`config.mk`:
```
export PLATFORM = sky130hd
export DESIGN_NAME = div_unit
export DESIGN_NICKNAME = d
export VERILOG_FILES = /design/src/rtl/div_unit_pkg.sv /design/src/rtl/div_step.sv /design/src/rtl/div_unit.sv
export SDC_FILE = /design/constraint.sdc
export NUM_CORES = 1
export LEC_CHECK = 0
export ABC_AREA = 0
export CELL_PAD_IN_SITES_DETAIL_PLACEMENT = 2
export CELL_PAD_IN_SITES_GLOBAL_PLACEMENT = 2
export CORE_AREA = 2 2 185 187
export CTS_CLUSTER_DIAMETER = 60
export DETAILED_ROUTE_END_ITERATION = 8
export DIE_AREA = 0 0 187 189
export PLACE_DENSITY_LB_ADDON = 0.15
export SLEW_MARGIN = 20
export SYNTH_ARGS = -nofsm -noshare
export SYNTH_HDL_FRONTEND = slang
export SYNTH_SLANG_ARGS = --single-unit
```
`constraint.sdc`:
```
create_clock -name clk -period 7.5 [get_ports clk]
set_input_delay 1.5 -clock clk [delete_from_list [all_inputs] [get_ports clk]]
set_output_delay 1.5 -clock clk [all_outputs]
set_load 0.01 [all_outputs]
```
`src/rtl/div_unit_pkg.sv`:
```
// Shared definitions for the iterative divider: operation and state encodings,
// step count and small op-decoding helpers.
package div_unit_pkg;

  localparam int DIV_WORD_W = 32;
  localparam int DIV_STEPS  = 32;
  localparam int DIV_CNT_W  = 6;

  typedef enum logic [1:0] {
    DIV_OP_DIV  = 2'd0,
    DIV_OP_DIVU = 2'd1,
    DIV_OP_REM  = 2'd2,
    DIV_OP_REMU = 2'd3
  } div_op_e;

  typedef enum logic [1:0] {
    DIV_STATE_IDLE = 2'd0,
    DIV_STATE_CALC = 2'd1,
    DIV_STATE_DONE = 2'd2
  } div_state_e;

  function automatic logic op_is_signed(input logic [1:0] op);
    return (op == DIV_OP_DIV) || (op == DIV_OP_REM);
  endfunction

  function automatic logic op_is_rem(input logic [1:0] op);
    return (op == DIV_OP_REM) || (op == DIV_OP_REMU);
  endfunction

endpackage

```
`src/rtl/div_step.sv`:
```
// One combinational restoring-division step: shift in a dividend bit,
// trial-subtract the divisor, keep the difference when it is non-negative.
module div_step #(
  parameter int W = 32
) (
  input  logic [W:0]   rem_in,
  input  logic [W-1:0] divisor,
  input  logic         dividend_msb,
  output logic [W:0]   rem_out,
  output logic         q_bit
);

  logic [W:0] shifted;
  logic [W:0] trial;

  // rem_in < divisor keeps the trial difference inside the W+1 bit signed range
  always_comb begin
    shifted = {rem_in[W-1:0], dividend_msb};
    trial   = shifted - {1'b0, divisor};
    q_bit   = ~trial[W];
    rem_out = q_bit ? trial : shifted;
  end

endmodule

```
`src/rtl/div_unit.sv`:
```
// Iterative DIV/DIVU/REM/REMU unit, one restoring step per clock.
// Optional macro DIV_FAST_SPECIAL_EN: divide-by-zero and signed overflow finish in one cycle.
module div_unit
  import div_unit_pkg::*;
#(
  parameter int WORD_W = DIV_WORD_W
) (
  input  logic              clk,
  input  logic              reset,
  input  logic              start,
  input  logic [1:0]        op,
  input  logic [WORD_W-1:0] arg0,
  input  logic [WORD_W-1:0] arg1,
  input  logic              kill,
  output logic              busy,
  output logic              valid,
  output logic [WORD_W-1:0] val
);

  localparam logic [WORD_W-1:0] ONES    = '1;
  localparam logic [WORD_W-1:0] MIN_NEG = {1'b1, {(WORD_W-1){1'b0}}};

  div_state_e           state_q, state_d;
  logic [1:0]           op_q, op_d;
  logic [DIV_CNT_W-1:0] cnt_q, cnt_d;
  logic [WORD_W:0]      rem_q, rem_d;
  logic [WORD_W-1:0]    quo_q, quo_d;      // dividend bits shift out, quotient bits shift in
  logic [WORD_W-1:0]    divisor_q, divisor_d;
  logic                 q_neg_q, q_neg_d;
  logic                 r_neg_q, r_neg_d;
  logic                 div_zero_q, div_zero_d;
  logic                 ovf_q, ovf_d;
  logic                 busy_q, busy_d;
  logic                 valid_q, valid_d;
  logic [WORD_W-1:0]    val_q, val_d;

  logic                 in_signed, a0_neg, a1_neg, in_div_zero, in_ovf, accept;
  logic [WORD_W:0]      step_rem;
  logic                 step_q;
  logic [WORD_W-1:0]    quo_fin, rem_fin, q_signed, r_signed, fix_val;
`ifdef DIV_FAST_SPECIAL_EN
  logic [WORD_W-1:0]    special_val;
`endif

  div_step #(.W(WORD_W)) u_step (
    .rem_in       (rem_q),
    .divisor      (divisor_q),
    .dividend_msb (quo_q[WORD_W-1]),
    .rem_out      (step_rem),
    .q_bit        (step_q)
  );

  always_comb begin
    in_signed   = op_is_signed(op);
    a0_neg      = in_signed & arg0[WORD_W-1];
    a1_neg      = in_signed & arg1[WORD_W-1];
    in_div_zero = (arg1 == '0);
    in_ovf      = in_signed & (arg0 == MIN_NEG) & (arg1 == ONES);
    accept      = start & ~kill & (state_q != DIV_STATE_CALC);
`ifdef DIV_FAST_SPECIAL_EN
    if (in_div_zero) special_val = op_is_rem(op) ? arg0 : ONES;
    else             special_val = op_is_rem(op) ? '0 : MIN_NEG;
`endif

    // Result as it will be after the final step; sign fix-up and special cases.
    // A zero divisor leaves |dividend| in the remainder, so REM by zero falls out as arg0.
    quo_fin  = {quo_q[WORD_W-2:0], step_q};
    rem_fin  = step_rem[WORD_W-1:0];
    q_signed = q_neg_q ? -quo_fin : quo_fin;
    r_signed = r_neg_q ? -rem_fin : rem_fin;
    if (div_zero_q)   fix_val = op_is_rem(op_q) ? r_signed : ONES;
    else if (ovf_q)   fix_val = op_is_rem(op_q) ? '0 : MIN_NEG;
    else              fix_val = op_is_rem(op_q) ? r_signed : q_signed;

    state_d    = state_q;
    op_d       = op_q;
    cnt_d      = cnt_q;
    rem_d      = rem_q;
    quo_d      = quo_q;
    divisor_d  = divisor_q;
    q_neg_d    = q_neg_q;
    r_neg_d    = r_neg_q;
    div_zero_d = div_zero_q;
    ovf_d      = ovf_q;
    val_d      = val_q;

    case (state_q)
      DIV_STATE_CALC: begin
        rem_d = step_rem;
        quo_d = quo_fin;
        cnt_d = cnt_q + 1'b1;
        if (cnt_q == DIV_CNT_W'(WORD_W - 1)) begin
          state_d = DIV_STATE_DONE;
          val_d   = fix_val;
        end
      end
      DIV_STATE_DONE: state_d = DIV_STATE_IDLE;
      default:        state_d = DIV_STATE_IDLE;
    endcase

    if (accept) begin
      state_d    = DIV_STATE_CALC;
      op_d       = op;
      cnt_d      = '0;
      rem_d      = '0;
      quo_d      = a0_neg ? -arg0 : arg0;
      divisor_d  = a1_neg ? -arg1 : arg1;
      q_neg_d    = a0_neg ^ a1_neg;
      r_neg_d    = a0_neg;
      div_zero_d = in_div_zero;
      ovf_d      = in_ovf;
`ifdef DIV_FAST_SPECIAL_EN
      if (in_div_zero | in_ovf) begin
        state_d = DIV_STATE_DONE;
        val_d   = special_val;
      end
`endif
    end

    // A flush also suppresses the result write of a step finishing this cycle
    if (kill) begin
      state_d = DIV_STATE_IDLE;
      val_d   = val_q;
    end

    busy_d  = (state_d == DIV_STATE_CALC);
    valid_d = (state_d == DIV_STATE_DONE);
  end

  always_ff @(posedge clk) begin
    if (reset) begin
      state_q    <= DIV_STATE_IDLE;
      op_q       <= '0;
      cnt_q      <= '0;
      rem_q      <= '0;
      quo_q      <= '0;
      divisor_q  <= '0;
      q_neg_q    <= 1'b0;
      r_neg_q    <= 1'b0;
      div_zero_q <= 1'b0;
      ovf_q      <= 1'b0;
      busy_q     <= 1'b0;
      valid_q    <= 1'b0;
      val_q      <= '0;
    end else begin
      state_q    <= state_d;
      op_q       <= op_d;
      cnt_q      <= cnt_d;
      rem_q      <= rem_d;
      quo_q      <= quo_d;
      divisor_q  <= divisor_d;
      q_neg_q    <= q_neg_d;
      r_neg_q    <= r_neg_d;
      div_zero_q <= div_zero_d;
      ovf_q      <= ovf_d;
      busy_q     <= busy_d;
      valid_q    <= valid_d;
      val_q      <= val_d;
    end
  end

  assign busy  = busy_q;
  assign valid = valid_q;
  assign val   = val_q;

endmodule

```
Yosys cells after proc, flatten, opt, wreduce, memory -nomap -nowiden
Cells that the tools add are included.
{"block": "totals", "register_bits": 144, "input_bits": 70, "out_inout_bits": 34, "elab_cells": 61}
{"block": "classes", "n_addsub": 6, "eq_ne": 10, "muxes": 16, "bitwise": 9, "n_reduce_logical": 7}
{"operator": "$mux W32", "count": 12}
{"operator": "$neg A32 Y32", "count": 4}
{"operator": "$eq A32 B32 Y1 const B", "count": 2}
{"operator": "$sub A33 B32 Y33", "count": 1}
{"operator": "$logic_not A32 Y1", "count": 1}
{"operator": "$eq A2 B2 Y1 const B", "count": 4}
{"operator": "$mux W2", "count": 4}
{"operator": "$add A6 B1 Y6 const B", "count": 1}
{"operator": "$and A1 B1 Y1", "count": 6}
{"operator": "$eq A6 B5 Y1 const B", "count": 1}
{"operator": "$eq A2 B1 Y1 const B", "count": 2}
{"operator": "$reduce_and A3 Y1", "count": 1}
{"operator": "$logic_not A2 Y1", "count": 1}
{"operator": "$logic_or A1 B1 Y1", "count": 2}
{"operator": "$ne A2 B1 Y1 const B", "count": 1}
{"operator": "$not A1 Y1", "count": 2}
{"operator": "$reduce_bool A2 Y1", "count": 1}
{"operator": "$reduce_or A2 Y1", "count": 1}
{"operator": "$xor A1 B1 Y1", "count": 1}

Longest topological paths before layout
Gate-level depths: netlist of run 1.
{"block": "logic_depth", "ltp_word": 7, "mapped_depth": 26, "mapped_depth_nobuf": 23}

By module
Synthesis of run 1 repeated with hierarchy kept, for this count alone.
{"block": "unflattened", "hier_cells": 1415, "hier_area_um2": 10764.1}
{"module": "div_unit", "n_inst": 1, "cells_per_inst": 1055, "area_per_inst_um2": 8265.4, "seq_area_each_um2": 2882.8}
{"module": "div_step", "n_inst": 1, "cells_per_inst": 360, "area_per_inst_um2": 2498.6, "seq_area_each_um2": 0.0}

Least setup slack after synthesis of run 1
No wires, ideal clock.
{"block": "synth_path", "path_type": "reg2reg", "from": "register quo_q[31]", "to": "register val_q[28], in the netlist val[28]", "setup_time_ns": 0.117, "arrival_ns": 5.177, "t_required_ns": 7.383, "setup_slack_ns": 2.206, "stages_incl_launch_ff": 24, "path_buffers": 3, "period_less_slack_ns": 5.294, "cell_sequence": "dfxtp_1 -> inv_1 -> ha_1 -> inv_1 -> fa_1 -> nand3_1 -> a211oi_2 -> o21ai_1 -> a21o_1 -> a31oi_1 -> xor2_1 -> buf_4 -> buf_4 -> buf_2 -> mux2i_1 -> ha_1 -> nor3b_1 -> nor3b_1 -> nand3b_1 -> or4_1 -> a2111oi_1 -> and4_1 -> o21ai_0 -> a22o_1"}
{"block": "synth_between", "elab_chain_len": 7, "elab_cells_between_ends": 11, "cone_classes": "add/sub (3); mux (7); bitwise (1)"}
{"element": "start, declared", "line_no": "div_unit.sv:27", "source": "logic [WORD_W-1:0] quo_q, quo_d;"}
{"element": "start signal, assigned", "line_no": "div_unit.sv:150", "source": "quo_q <= quo_d;"}
{"element": "$sub A33 B32 Y33", "line_no": "div_step.sv:19", "source": "trial = shifted - {1'b0, divisor};"}
{"element": "$mux W32 or $not A1 Y1 (tied branches)", "line_no": "div_step.sv:21, div_step.sv:20"}
{"element": "$neg A32 Y32 (on tied branches)", "line_no": "div_unit.sv:70, div_unit.sv:69"}
{"element": "$mux W32 (on tied branches)", "line_no": "div_unit.sv:70, div_unit.sv:69"}
{"element": "$mux W32", "line_no": "div_unit.sv:73", "source": "else fix_val = op_is_rem(op_q) ? r_signed : q_signed;"}
{"element": "$mux W32", "line_no": "div_unit.sv:72", "source": "else if (ovf_q) fix_val = op_is_rem(op_q) ? '0 : MIN_NEG;"}
{"element": "$mux W32 (*)", "line_no": "div_unit.sv:71", "source": "if (div_zero_q) fix_val = op_is_rem(op_q) ? r_signed : ONES;"}
{"element": "end signal, assigned", "line_no": "div_unit.sv:158", "source": "val_q <= val_d;"}
{"element": "end, declared", "line_no": "div_unit.sv:35", "source": "logic [WORD_W-1:0] val_q, val_d;"}
Mark *: on every way between the ends. The rest lies on a longest branch, timed or not.
A chain may end at the register's enable or synchronous reset.

Worst setup path after layout of run 1
{"block": "layout_path", "from": "register rem_q[13]", "to": "register val_q[28], in the netlist val[28]"}
{"block": "layout_between", "elab_chain_len": 7, "elab_cells_between_ends": 11, "cone_classes": "add/sub (3); mux (7); bitwise (1)"}
{"element": "start, declared", "line_no": "div_unit.sv:26", "source": "logic [WORD_W:0] rem_q, rem_d;"}
{"element": "start signal, assigned", "line_no": "div_unit.sv:149", "source": "rem_q <= rem_d;"}
{"element": "$sub A33 B32 Y33", "line_no": "div_step.sv:19"}
{"element": "$mux W32 or $not A1 Y1 (tied branches)", "line_no": "div_step.sv:21, div_step.sv:20"}
{"element": "$neg A32 Y32 (on tied branches)", "line_no": "div_unit.sv:70, div_unit.sv:69"}
{"element": "$mux W32 (on tied branches)", "line_no": "div_unit.sv:70, div_unit.sv:69"}
{"element": "$mux W32", "line_no": "div_unit.sv:73"}
{"element": "$mux W32", "line_no": "div_unit.sv:72"}
{"element": "$mux W32 (*)", "line_no": "div_unit.sv:71"}
Marks and branches as above.

==> impl_metrics.py, run 1 <==
metrics = {
    "grt": {
        "antenna_found_initial": 0,
        "overflow": 0,
        "grt_pass1_wl_microns": 72800,
        "grt_pass1_vias": 12239,
        "grt_max_degree": 67,
        "globalRouteTotalUtil_pct": 26.3,
    },
    "synth": {
        "synth_area_sq_um": 11200,
        "syn_nets": 1606,
        "synth_edf_count": 0,
        "synthArstFlopShare_pct": 0,
        "seq_area_frac_synth_pct": 25.5,
        "synthMostInstantiatedCell": "nor2_1",
        "synth.distinct_cells": 85,
        "synthFlopType": "dfxtp_1",
        "avgSynthCellArea_sq_um": 7.50,
        "synth_common_cells": "nor2_1 (201), dfxtp_1 (143), a21oi_1 (122)",
        "yosys-top-cells-area": "dfxtp_1 (25%), nor2_1 (6.7%), a211oi_1 (6.5%)",
        "synth_top_area_share_pct": 25.5,
        "synthCells": 1497,
        "ys_ff_latch": 143,
        "synth_area_leader_cell": "dfxtp_1",
        "yosysWarnings": 0,
    },
    "status": {
        "status": "finished clean",
    },
    "critical_path": {
        "critPathKind": "reg2reg",
        "path_max_fanout": 8,
        "path_delay_family": "simple AND/OR/NAND/NOR gates",
        "crit_path_cell_trace": "ha_1, nand4_1, nor3_1, o21ai_1, a21o_1, a31oi_1, xor2_4, mux2i_1, ha_1, nor3b_1, nor3b_1, nand3b_1, or4_1, a2111oi_1, and4_1, o21ai_0, a22o_1",
        "worstPathRequired_ns": 7.84,
        "max_stage_delay_ns": 0.60,
        "path_buf_inv": 0,
        "endpoint_kind": "register",
        "startpoint_type": "register",
        "critPathSlowestCell": "or4_1",
        "critPathArrivalTime_ns": 6.53,
    },
    "drt": {
        "vias": 11988,
        "avgViaCountPerCell": 5.99,
        "drt_iter0_drc": 768,
        "drt_wl_total_microns": 46300,
        "drc": 0,
        "final_antenna_net_count": 0,
        "wire_per_inst_microns": 23.1,
        "first_pass_iters": 4,
    },
    "power": {
        "cellLeakagePower_nw": 4.77,
        "p_switching_mw": 1.22,
        "pwr-share-clk_pct": 31.8,
        "comb_power_share_pct": 39.7,
        "finalPower_mw": 2.95,
        "seqPwrFrac_pct": 28.5,
        "powerDensity_nw_per_um2": 223,
        "swShare_pct": 41.2,
        "internal_power_mw": 1.73,
        "vdd_drop_max_mv": 0.166,
    },
    "clock_tree": {
        "cts_hold_buffers": 0,
        "clockBufferDepth": 2,
        "cts-htree-levels": 4,
        "cts_buffers": 17,
        "root_buffer": "clkbuf_16",
        "cts_resized": 0,
        "cts_setup_buffers": 0,
        "cts_tree": "yes",
        "clkLatencyLatePin_ns": 0.45,
        "cts_num_sinks": 143,
        "clk_pin_slew_ns": 0.07,
    },
    "floorplan": {
        "die_w_microns": 187,
        "initial_core_util_pct": 33.8,
        "die_height_microns": 189,
        "die_area_sq_um": 35300,
        "core_sq_um": 33300,
        "io_pins": 104,
        "rows": 67,
    },
    "timing": {
        "fmax_ghz": 0.161,
        "fin_skew_ns": 0.0135,
        "fin_ws_ns": 1.31,
        "timing.final.crit_share_pct": 82.6,
        "hold_viol": 0,
        "fin_setup_tns_ns": 0,
        "rsz0062_at_grt": "false",
        "min_period_ns": 6.19,
        "tightest_slew_ns": 1.02,
        "slew_viol_final": 0,
        "slew-limit-headroom_pct": 32.1,
        "setup_violations": 0,
        "holdWs_ns": 0.443,
    },
    "cells_and_area": {
        "fin_nets": 1648,
        "drive_gt1_share_pct": 5.41,
        "utilization_pct": 39.7,
        "finalNonFillerCells": 2001,
        "nFillCells": 3865,
        "syn2layout_area_growth_pct": 17.7,
        "final_area_sq_um": 13200,
    },
    "placed_design": {
        "dpl-instance-area_sq_um": 12600,
        "dp_hpwl_microns": 35400,
        "place_congestion": 0.874,
        "io_buffers": 103,
        "dpl_worst_slack_ns": 1.44,
        "dp.cells": 1968,
    },
    "run": {
        "max-cap-violations": 0,
    },
    "worst_hold_path": {
        "hp-class": "reg2reg",
    },
}
==> kinds of logic after synthesis <==
group / after synthesis / share of synthesized area (%)
compound gates: 504 / 30.4
xor+xnor: 114 / 8.89
fa+ha+maj: 39 / 4.41
buf+inv: 149 / 5.21
flops: 143 / 25.5
mux: 32 / 2.93
simple gates: 516 / 22.6
==> flip-flops by register name (all words and copies together) (netlist names) <==
signal      cells
ovf_q           1
div_zero_q      1
state_q         2
busy            1
rem_q          32
cnt_q           6
valid           1
divisor_q      32
op_q            1
val            32
quo_q          32
r_neg_q         1
q_neg_q         1
==> cell type report <==
| type | instances | area [sq um] | share of cell area, % |
|---|---|---|---|
| multi-input combinational | 1205 | 7830 | 59.2 |
| clock inverter | 13 | 176 | 1.33 |
| tap | 448 | 561 | 4.24 |
| timing repair buffer | 119 | 1150 | 8.67 |
| antenna | 1 | 2.50 | 0.0189 |
| sequential | 143 | 2860 | 21.7 |
| inverter | 53 | 199 | 1.51 |
| clock buffer | 19 | 443 | 3.35 |
==> worst register-to-register path: stages (launching register included) <==
cell and delay, ns:
dfxtp_1 0.37, ha_1 0.46, nand4_1 0.28, nor3_1 0.29, o21ai_1 0.17, a21o_1 0.21
a31oi_1 0.54, xor2_4 0.27, mux2i_1 0.38, ha_1 0.30, nor3b_1 0.43, nor3b_1 0.50
nand3b_1 0.28, or4_1 0.60, a2111oi_1 0.48, and4_1 0.24, o21ai_0 0.08, a22o_1 0.20
==> cells in the final DEF, fill, tap and decap left out, types with 24 or more instances in the layout <==
master	synthesis	routed
dfxtp_1	143	142
inv_1	50	50
nand3_1	26	26
ha_1	38	38
nor3_1	32	32
mux2i_1	25	25
nand2_1	95	95
xor2_1	71	70
clkdlybuf4s50_1	0	102
nor2_1	201	201
xnor2_1	43	43
a21o_1	31	31
a211oi_1	98	98
o21ai_0	86	86
o31ai_1	26	26
a21oi_1	122	122
or3_1	24	24
==> path summary, 6_finish.rpt <==
path,start,end,slack [ns],cells past startpoint
hold reg to reg,val[7],val[7],0.44,2
setup reg to reg,rem_q[13],val[28],1.31,17
setup / recovery,rem_q[13],val[28],1.31,17
hold / removal,val[7],val[7],0.44,2
==> metal layers <==
metal  global-route usage (%)  part of all wire (%)
met2                     43.7                    47
met4                     7.91                   1.9
met5                        0                     0
met1                     36.0                    48
met3                     2.50                   2.9
==> power by group through the flow <==
stage          Clock [mW]  Combinational (mW)  Sequential, mW
4_1_cts             0.957                1.17           0.841
3_5_place_dp            0                1.15           0.858
6_report            0.938                1.17           0.842
3_3_place_gp            0                1.13           0.856
5_1_grt             0.986                1.28           0.847
2_1_floorplan           0               0.780           0.837
Note: power is estimated with default switching activity, not from simulation.
==> run 2: changes to the inputs <==
==> constraint.sdc (replaced) <==
create_clock -name clk -period 5.7 [get_ports clk]
set_input_delay 1.14 -clock clk [delete_from_list [all_inputs] [get_ports clk]]
set_output_delay 1.14 -clock clk [all_outputs]
set_load 0.01 [all_outputs]
==> run 2 against run 1 <==
Compared with the run above: sequential share of layout area shrank 0.25 points; critical endpoint unchanged; hold slack worse by 0.0031 ns; final cell count grew 0.75%; clock skew is 0.0033 ns higher; critical path depth is 5 higher; sequential power increased by 31%; flip-flop and latch count unchanged; fmax rose by 16%; register-to-register slack got worse by 0.95 ns; worst setup slack got worse by 0.95 ns.
==> impl_metrics.py, run 2 (synthesized netlist as in run 1, its figures left out) <==
metrics = {
    "status": {
        "status": "finished clean",
    },
    "run": {
        "max-cap-violations": 0,
    },
    "placed_design": {
        "dp_hpwl_microns": 36100,
        "io_buffers": 103,
        "dp.cells": 1985,
        "place_congestion": 0.831,
        "dpl-instance-area_sq_um": 12700,
        "dpl_worst_slack_ns": 0.146,
    },
    "grt": {
        "globalRouteTotalUtil_pct": 26.0,
        "grt_max_degree": 91,
        "grt_pass1_wl_microns": 71900,
        "antenna_found_initial": 0,
        "overflow": 0,
        "grt_pass1_vias": 12160,
    },
    "drt": {
        "avgViaCountPerCell": 5.92,
        "first_pass_iters": 5,
        "vias": 11938,
        "final_antenna_net_count": 0,
        "drt_wl_total_microns": 46700,
        "wire_per_inst_microns": 23.2,
        "drt_iter0_drc": 650,
        "drc": 0,
    },
    "power": {
        "powerDensity_nw_per_um2": 290,
        "cellLeakagePower_nw": 4.83,
        "vdd_drop_max_mv": 0.244,
    },
    "critical_path": {
        "critPathKind": "reg2reg",
        "startpoint_type": "register",
        "path_max_fanout": 10,
        "endpoint_kind": "register",
        "critPathArrivalTime_ns": 5.70,
        "worstPathRequired_ns": 6.05,
    },
    "clock_tree": {
        "cts_hold_buffers": 0,
        "clockBufferDepth": 2,
        "cts_resized": 0,
        "cts_buffers": 17,
        "root_buffer": "clkbuf_16",
        "cts_tree": "yes",
        "clk_pin_slew_ns": 0.07,
        "clkLatencyLatePin_ns": 0.46,
        "cts_num_sinks": 143,
        "cts-htree-levels": 4,
        "cts_setup_buffers": 0,
    },
    "timing": {
        "fin_ws_ns": 0.360,
        "fmax_ghz": 0.187,
        "fin_skew_ns": 0.0168,
        "hold_viol": 0,
        "timing.final.crit_share_pct": 93.7,
        "slew_viol_final": 0,
        "fin_setup_tns_ns": 0,
        "tightest_slew_ns": 0.963,
        "min_period_ns": 5.34,
        "setup_violations": 0,
        "rsz0062_at_grt": "true",
        "slew-limit-headroom_pct": 35.8,
        "holdWs_ns": 0.440,
    },
    "floorplan": {
        "core_sq_um": 33300,
        "io_pins": 104,
        "die_area_sq_um": 35300,
        "initial_core_util_pct": 33.8,
        "die_w_microns": 187,
        "rows": 67,
        "die_height_microns": 189,
    },
    "cells_and_area": {
        "syn2layout_area_growth_pct": 19.0,
        "fin_nets": 1665,
        "final_common_cell": "nor2_1",
        "nFillCells": 3879,
        "final_area_sq_um": 13400,
        "antennaDiodeCount": 0,
        "drive_gt1_share_pct": 6.76,
        "finalNonFillerCells": 2016,
        "mostFrequentLayoutCells": "nor2_1 (201), dfxtp_1 (143), a21oi_1 (122)",
    },
    "worst_hold_path": {
        "hp-class": "reg2reg",
    },
}
run 2: cell count changes in the layout (fill, tap and decap cells not counted), moves of 2 or more:
cell        previous run  this run
buf_4                 16        33
clkinv_4               4         0
clkinvlp_4             0         4
inv_6                  4         6
nor4b_1                4         2
run 2: cell type report:
type | instances | area, sq um | area share, %
Inverter | 53 | 199 | 1.49
Clock buffer | 18 | 429 | 3.21
Clock inverter | 13 | 154 | 1.15
Multi-Input combinational cell | 1205 | 7890 | 59.0
Tap cell | 448 | 561 | 4.19
Timing Repair Buffer | 136 | 1270 | 9.53
Sequential cell | 143 | 2860 | 21.4
run 2: path summary, 6_finish.rpt:
path              endpoint  cells after the start  slack [ns]  startpoint
setup reg to reg   val[28]                     22        0.36   quo_q[31]
hold reg to reg     val[7]                      2        0.44      val[7]
hold / removal      val[7]                      2        0.44      val[7]
setup / recovery   val[28]                     22        0.36   quo_q[31]
run 2: critical path, cell delays in order (launching register included):
cell	delay (ns)
dfxtp_1	0.35
inv_1	0.07
ha_1	0.19
inv_1	0.07
fa_1	0.22
nand3_1	0.15
a211oi_2	0.34
o21ai_1	0.17
a21o_1	0.20
a31oi_2	0.28
xor2_4	0.24
buf_4	0.21
nand2_1	0.06
o21ai_0	0.11
ha_1	0.28
nor3b_1	0.28
nor3b_2	0.26
nand3b_1	0.24
or4_1	0.61
a2111oi_2	0.37
and4_1	0.24
o21ai_0	0.08
a22o_1	0.20
run 2: metal layers:
| metal | track usage, % | wire length, microns |
|---|---|---|
| met1 | 35.7 | 22400 |
| met2 | 43.5 | 21900 |
| met3 | 3.11 | 1550 |
| met4 | 6.47 | 820 |
| met5 | 0 | 0 |
run 2: power breakdown:
| part | internal (mW) | total, mW | switching (mW) |
|---|---|---|---|
| sequential | 1.04 | 1.10 | 0.0595 |
| combinational | 0.556 | 1.59 | 1.04 |
| clock | 0.653 | 1.18 | 0.529 |
run 2: through the flow:
stage	power (mW)	utilization, %
after CTS	3.87	40.0
after global routing	4.07	40.2
final	3.88	40.2
after global placement	2.63	38.2
after floorplan	2.13	-
after detailed placement	2.68	38.2
==> RTL edit 1 (flow settings as in run 1) <==
Register the output `val` once more; this adds one clock of latency there. The other outputs are not delayed to match.
--- a/src/rtl/div_unit.sv
+++ b/src/rtl/div_unit.sv
@@ -161,7 +161,9 @@
 
   assign busy  = busy_q;
   assign valid = valid_q;
-  assign val   = val_q;
+  always_ff @(posedge clk) begin
+    val <= val_q;
+  end
 
 endmodule
 
Check against the original RTL: no difference found for any inputs over 10 cycles, from zero or initial values and one cycle with reset high; that may be too few to reach the edited logic, so the function may still have changed.
==> RTL edit 1 against run 1 <==
- count of clock-buffer cells in the layout down 2
- hold slack got worse by 0.090 ns
- design area increased by 4.0%
- synthesized area rose by 4.7%
- routed wire length up 0.30%
- first-iteration DRC count shrank 8.3%
- critical path depth rose by 6
- worst setup slack improved by 0.48 ns
- power rose by 7.4%
- sequential cell count grew 32
- die area unchanged
- largest cell class unchanged
- largest power group unchanged
- highest routed layer unchanged
==> RTL edit 1: results (changes against run 1) <==
<table>
<tr><th>Metric</th><th>Value</th></tr>
<tr><th colspan="2">Setup path</th></tr>
<tr><td>Start point of the critical path</td><td>quo_q[31]</td></tr>
<tr><td>Worst-case reg-to-reg path depth</td><td>23 (+6)</td></tr>
<tr><td>Worst setup slack for register-to-register paths</td><td>1.78 ns (+0.48 ns)</td></tr>
<tr><th colspan="2">GRT</th></tr>
<tr><td>Maximum number of pins on one net before global-route repair</td><td>96 (+43%)</td></tr>
<tr><th colspan="2">Pwr</th></tr>
<tr><td>Comb power frac</td><td>37.4% (-2.3 points)</td></tr>
<tr><td>Switching power as a share of total power</td><td>40.7% (-0.52 points)</td></tr>
<tr><td>Power drawn by the sequential cells</td><td>1.01 mW (+20%)</td></tr>
<tr><th colspan="2">Routing</th></tr>
<tr><td>Iter 0 DRT Violations</td><td>704 (-8.3%)</td></tr>
<tr><td>Metal1 wirelength</td><td>23.0 mm (+2.9%)</td></tr>
<tr><td>Aggregate routed wire length</td><td>46.4 mm (+0.30%)</td></tr>
<tr><td>Met2 layer wire length in the routed design</td><td>20.9 mm (-3.3%)</td></tr>
<tr><td>Number of detailed-routing iterations run before antenna repair</td><td>5 (+1)</td></tr>
<tr><th colspan="2">Synthesis</th></tr>
<tr><td>Post-Synthesis Net Count</td><td>1604 (-0.12%)</td></tr>
<tr><td>Count of cell types in the netlist</td><td>84 (-1.2%)</td></tr>
<tr><td>Seq/Total Area, Yosys</td><td>29.8% (+4.3 points)</td></tr>
<tr><td>Commonest cells in the synthesized netlist</td><td>186 x sky130_fd_sc_hd__nor2_1, 175 x sky130_fd_sc_hd__dfxtp_1, 115 x sky130_fd_sc_hd__a21oi_1</td></tr>
<tr><th colspan="2">Hold path</th></tr>
<tr><td>Source of the worst hold timing path</td><td>val_q[0]</td></tr>
<tr><td>Worst Hold Endpoint</td><td>val[0]</td></tr>
<tr><th colspan="2">Timing</th></tr>
<tr><td>Post-route setup slack</td><td>1.78 ns (+0.477 ns)</td></tr>
<tr><td>Worst slew pin tran</td><td>1.05 ns (+0.0350 ns)</td></tr>
<tr><th colspan="2">Placement</th></tr>
<tr><td>Place WS</td><td>1.96 ns (+0.517 ns)</td></tr>
<tr><td>GPL Wtd Cong</td><td>0.867 (-0.82%)</td></tr>
<tr><td>Post-detailed-placement half-perimeter wirelength</td><td>35.5 mm (+0.35%)</td></tr>
<tr><th colspan="2">Cells and area</th></tr>
<tr><td>Count of inserted antenna diode cells</td><td>0 (-1)</td></tr>
<tr><td>Fraction of final layout cells sized beyond drive strength 1</td><td>5.55% (+0.14 points)</td></tr>
<tr><th colspan="2">Status</th></tr>
<tr><td>Result of the run</td><td>finished clean</td></tr>
<tr><th colspan="2">CTS</th></tr>
<tr><td>Clock-pin slew of the registers on the worst-case setup and hold paths</td><td>0.09 ns (+0.02 ns)</td></tr>
</table>
## RTL edit 1: cell types whose count changed after synthesis, moves of 6 or more
cell                       change
sky130_fd_sc_hd__dfxtp_1      +32
sky130_fd_sc_hd__o21ai_0      -16
sky130_fd_sc_hd__xnor2_1      +16
sky130_fd_sc_hd__nor2_1       -15
sky130_fd_sc_hd__a211oi_1     -13
sky130_fd_sc_hd__nand2_1      +11
sky130_fd_sc_hd__nand3_1      -10
sky130_fd_sc_hd__xor2_1        -8
sky130_fd_sc_hd__a21oi_1       -7
sky130_fd_sc_hd__mux2i_1       +7
sky130_fd_sc_hd__nor3b_1       -7
sky130_fd_sc_hd__a221oi_1      +6
## RTL edit 1: cell type report
cell class                 instances  area, µm²  share of cell area, %
inverter                          47        176                   1.28
clock inverter                    15        218                   1.58
sequential                       175       3500                   25.5
multi-input combinational       1181       7740                   56.3
timing repair buffer             115       1120                   8.12
tap                              448        561                   4.08
clock buffer                      17        425                   3.10
## RTL edit 1: metrics by stage
stage | cells | instance area [µm²] | util [%] | hold WS [ns]
after floorplan | 1495 | 11800 | - | 0.331
after detailed placement | 1966 | 13100 | 39.4 | 0.341
final | 1998 | 13700 | 41.3 | 0.354
after CTS | 1998 | 13700 | 41.3 | 0.355
after global routing | 1998 | 13700 | 41.3 | 0.359
after global placement | 1966 | 13100 | 39.4 | 0.340
## RTL edit 1: worst max-delay path, cell delays in order (launching register included)
cell                       delay, ns
sky130_fd_sc_hd__dfxtp_1        0.34
sky130_fd_sc_hd__inv_1          0.06
sky130_fd_sc_hd__ha_1           0.17
sky130_fd_sc_hd__inv_1          0.06
sky130_fd_sc_hd__fa_1           0.43
sky130_fd_sc_hd__a211oi_1       0.37
sky130_fd_sc_hd__o211ai_1       0.22
sky130_fd_sc_hd__a221oi_2       0.48
sky130_fd_sc_hd__nor3_4         0.10
sky130_fd_sc_hd__nor3_2         0.46
sky130_fd_sc_hd__nor2_4         0.05
sky130_fd_sc_hd__inv_2          0.51
sky130_fd_sc_hd__nor2_1         0.09
sky130_fd_sc_hd__a21oi_1        0.28
sky130_fd_sc_hd__ha_1           0.23
sky130_fd_sc_hd__inv_1          0.08
sky130_fd_sc_hd__nor3_1         0.29
sky130_fd_sc_hd__nand2_1        0.10
sky130_fd_sc_hd__a21oi_1        0.12
sky130_fd_sc_hd__a31oi_1        0.14
sky130_fd_sc_hd__nor4b_2        0.45
sky130_fd_sc_hd__nand2_1        0.12
sky130_fd_sc_hd__nor4bb_1       0.16
sky130_fd_sc_hd__nor4_1         0.27
## RTL edit 1: routing by layer
| layer | vias to the layer above | GRT usage (%) |
|---|---|---|
| met2 | 223 | 42.0 |
| met5 | - | 0 |
| met1 | 5868 | 36.5 |
| met4 | 0 | 7.26 |
| met3 | 49 | 3.24 |
| li1 | 5615 | - |
==> RTL edit 2 (settings of run 1) <==
Without the edit above. Change the package constant `DIV_CNT_W` from 6 to 3.
--- a/src/rtl/div_unit_pkg.sv
+++ b/src/rtl/div_unit_pkg.sv
@@ -4,7 +4,7 @@
 
   localparam int DIV_WORD_W = 32;
   localparam int DIV_STEPS  = 32;
-  localparam int DIV_CNT_W  = 6;
+  localparam int DIV_CNT_W  = 3;
 
   typedef enum logic [1:0] {
     DIV_OP_DIV  = 2'd0,
Behaviour: not the same (Yosys sat finds a counterexample within 10 cycles, from zero or initial values and one cycle with reset high).
==> RTL edit 2 against run 1 <==
- synthesized area fell by 3.9%
- sequential cell count fell by 3
- power shrank 4.5%
- via count down 5.3%
- worst setup slack worse by 0.16 ns
- final cell count decreased by 2.4%
- fmax shrank 2.5%
- design area shrank 3.8%
- routed wire length shrank 3.5%
- critical path type unchanged
- critical endpoint is now val[22]
- highest routed layer unchanged
==> RTL edit 2: results (changes against run 1) <==
<table>
<tr><th>Metric</th><th>Value</th></tr>
<tr><th colspan="2">Setup path</th></tr>
<tr><td>Worst setup slack for register-to-register paths</td><td>1.15 ns (-0.16 ns)</td></tr>
<tr><td>Slowest-stage cell, CP</td><td>sky130_fd_sc_hd__nor2_8</td></tr>
<tr><td>Start point of the critical path</td><td>quo_q[31]</td></tr>
<tr><td>Maximum fanout count along the critical path</td><td>44 (+36)</td></tr>
<tr><td>Family with the most delay on the worst path</td><td>compound AO/OA/AOI/OAI gates</td></tr>
<tr><td>Capturing point of the worst reg2reg path</td><td>val[22]</td></tr>
<tr><th colspan="2">GRT</th></tr>
<tr><td>GRT met2 Usage</td><td>43.0% (-0.70 points)</td></tr>
<tr><td>Met1 track utilization from global routing</td><td>33.6% (-2.3 points)</td></tr>
<tr><td>Wire length of the first global-routing pass</td><td>70.1 mm (-3.7%)</td></tr>
<tr><td>Met3 track utilization from global routing</td><td>2.97% (+0.46 points)</td></tr>
<tr><td>Maximum number of pins on one net before global-route repair</td><td>110 (+64%)</td></tr>
<tr><th colspan="2">Synthesis</th></tr>
<tr><td>Synth area leaders</td><td>sky130_fd_sc_hd__dfxtp_1 26%, sky130_fd_sc_hd__nor2_1 6.8%, sky130_fd_sc_hd__a21oi_1 5.9%</td></tr>
<tr><td>Commonest cells in the synthesized netlist</td><td>196 x sky130_fd_sc_hd__nor2_1, 140 x sky130_fd_sc_hd__dfxtp_1, 128 x sky130_fd_sc_hd__a21oi_1</td></tr>
<tr><td>Seq/Total Area, Yosys</td><td>25.9% (+0.47 points)</td></tr>
<tr><th colspan="2">Placement</th></tr>
<tr><td>GPL Wtd Cong</td><td>0.853 (-2.5%)</td></tr>
<tr><td>Post-detailed-placement half-perimeter wirelength</td><td>34.3 mm (-3.1%)</td></tr>
<tr><th colspan="2">Pwr</th></tr>
<tr><td>Static power due to leakage</td><td>4.63 nW (-2.8%)</td></tr>
<tr><td>Maximum resistive drop on vdd</td><td>0.168 mV (+1.1%)</td></tr>
<tr><th colspan="2">Cells and area</th></tr>
<tr><td>Fraction of final layout cells sized beyond drive strength 1</td><td>6.12% (+0.70 points)</td></tr>
<tr><th colspan="2">Routing</th></tr>
<tr><td>Iter 0 DRT Violations</td><td>599 (-22%)</td></tr>
<tr><td>Wire per inst</td><td>22.9 µm (-1.1%)</td></tr>
<tr><td>Number of detailed-routing iterations run before antenna repair</td><td>5 (+1)</td></tr>
<tr><td>Met2 layer wire length in the routed design</td><td>21.3 mm (-1.8%)</td></tr>
<tr><th colspan="2">Status</th></tr>
<tr><td>Result of the run</td><td>finished clean</td></tr>
<tr><th colspan="2">Timing</th></tr>
<tr><td>Fin Clk Skew</td><td>0.0169 ns (+0.00335 ns)</td></tr>
</table>
## RTL edit 2: cell count changes in the layout (fill, tap and decap cells not counted), sizes merged, moves of 6 or more
| cell | change |
|---|---|
| and4 | -6 |
| nand4 | +6 |
| nand2 | +18 |
| nand3 | -12 |
| o211ai | +6 |
| or3 | +6 |
| a21o | -6 |
| a21oi | +10 |
| inv | +9 |
| xor2 | -11 |
| xnor2 | +18 |
| and2 | -6 |
| a211oi | -23 |
| nor3b | -6 |
## RTL edit 2: cell type report
class	instances	area [µm²]
fillers	3891	20600
clock buffers	18	439
multi-input cells	1158	7440
well taps	448	561
flip-flops and latches	140	2800
clock inverters	14	126
repair buffers	117	1130
inverters	57	216
## RTL edit 2: power breakdown
group          internal, mW  switching (mW)  leakage [nW]  total [mW]
combinational         0.390           0.745          3.21        1.14
clock                 0.445           0.409         0.277       0.854
sequential            0.778          0.0508          1.14       0.828
## RTL edit 2: how the worst min path moves through the flow
stage                             start            end  cells past startpoint
after floorplan           divisor_q[29]  divisor_q[29]                      2
after global placement          val[14]        val[14]                      1
after detailed placement        val[14]        val[14]                      1
after CTS                       val[14]        val[14]                      1
after global routing             val[8]         val[8]                      1
final                            val[2]         val[2]                      1
## RTL edit 2: through the flow
stage                     hold WS [ns]  power [mW]  worst slack [ns]  instances
after global placement           0.438        1.94              1.61       1920
after CTS                        0.462        2.83              1.27       1952
final                            0.455        2.82              1.15       1952
after detailed placement         0.443        1.96              1.34       1920
after global routing             0.482        2.98             0.817       1952
after floorplan                  0.432        1.59              2.51       1446
## RTL edit 2: cell families after synthesis
family	Yosys count	share of synthesized area (%)
AOI/OAI and AO/OA	480	30.0
xor gates and xnor gates	121	9.81
adders and majority gates	40	4.70
buffers and inverters	148	5.42
DFF	140	25.9
muxes	29	2.79
and+or+nand+nor	488	21.4
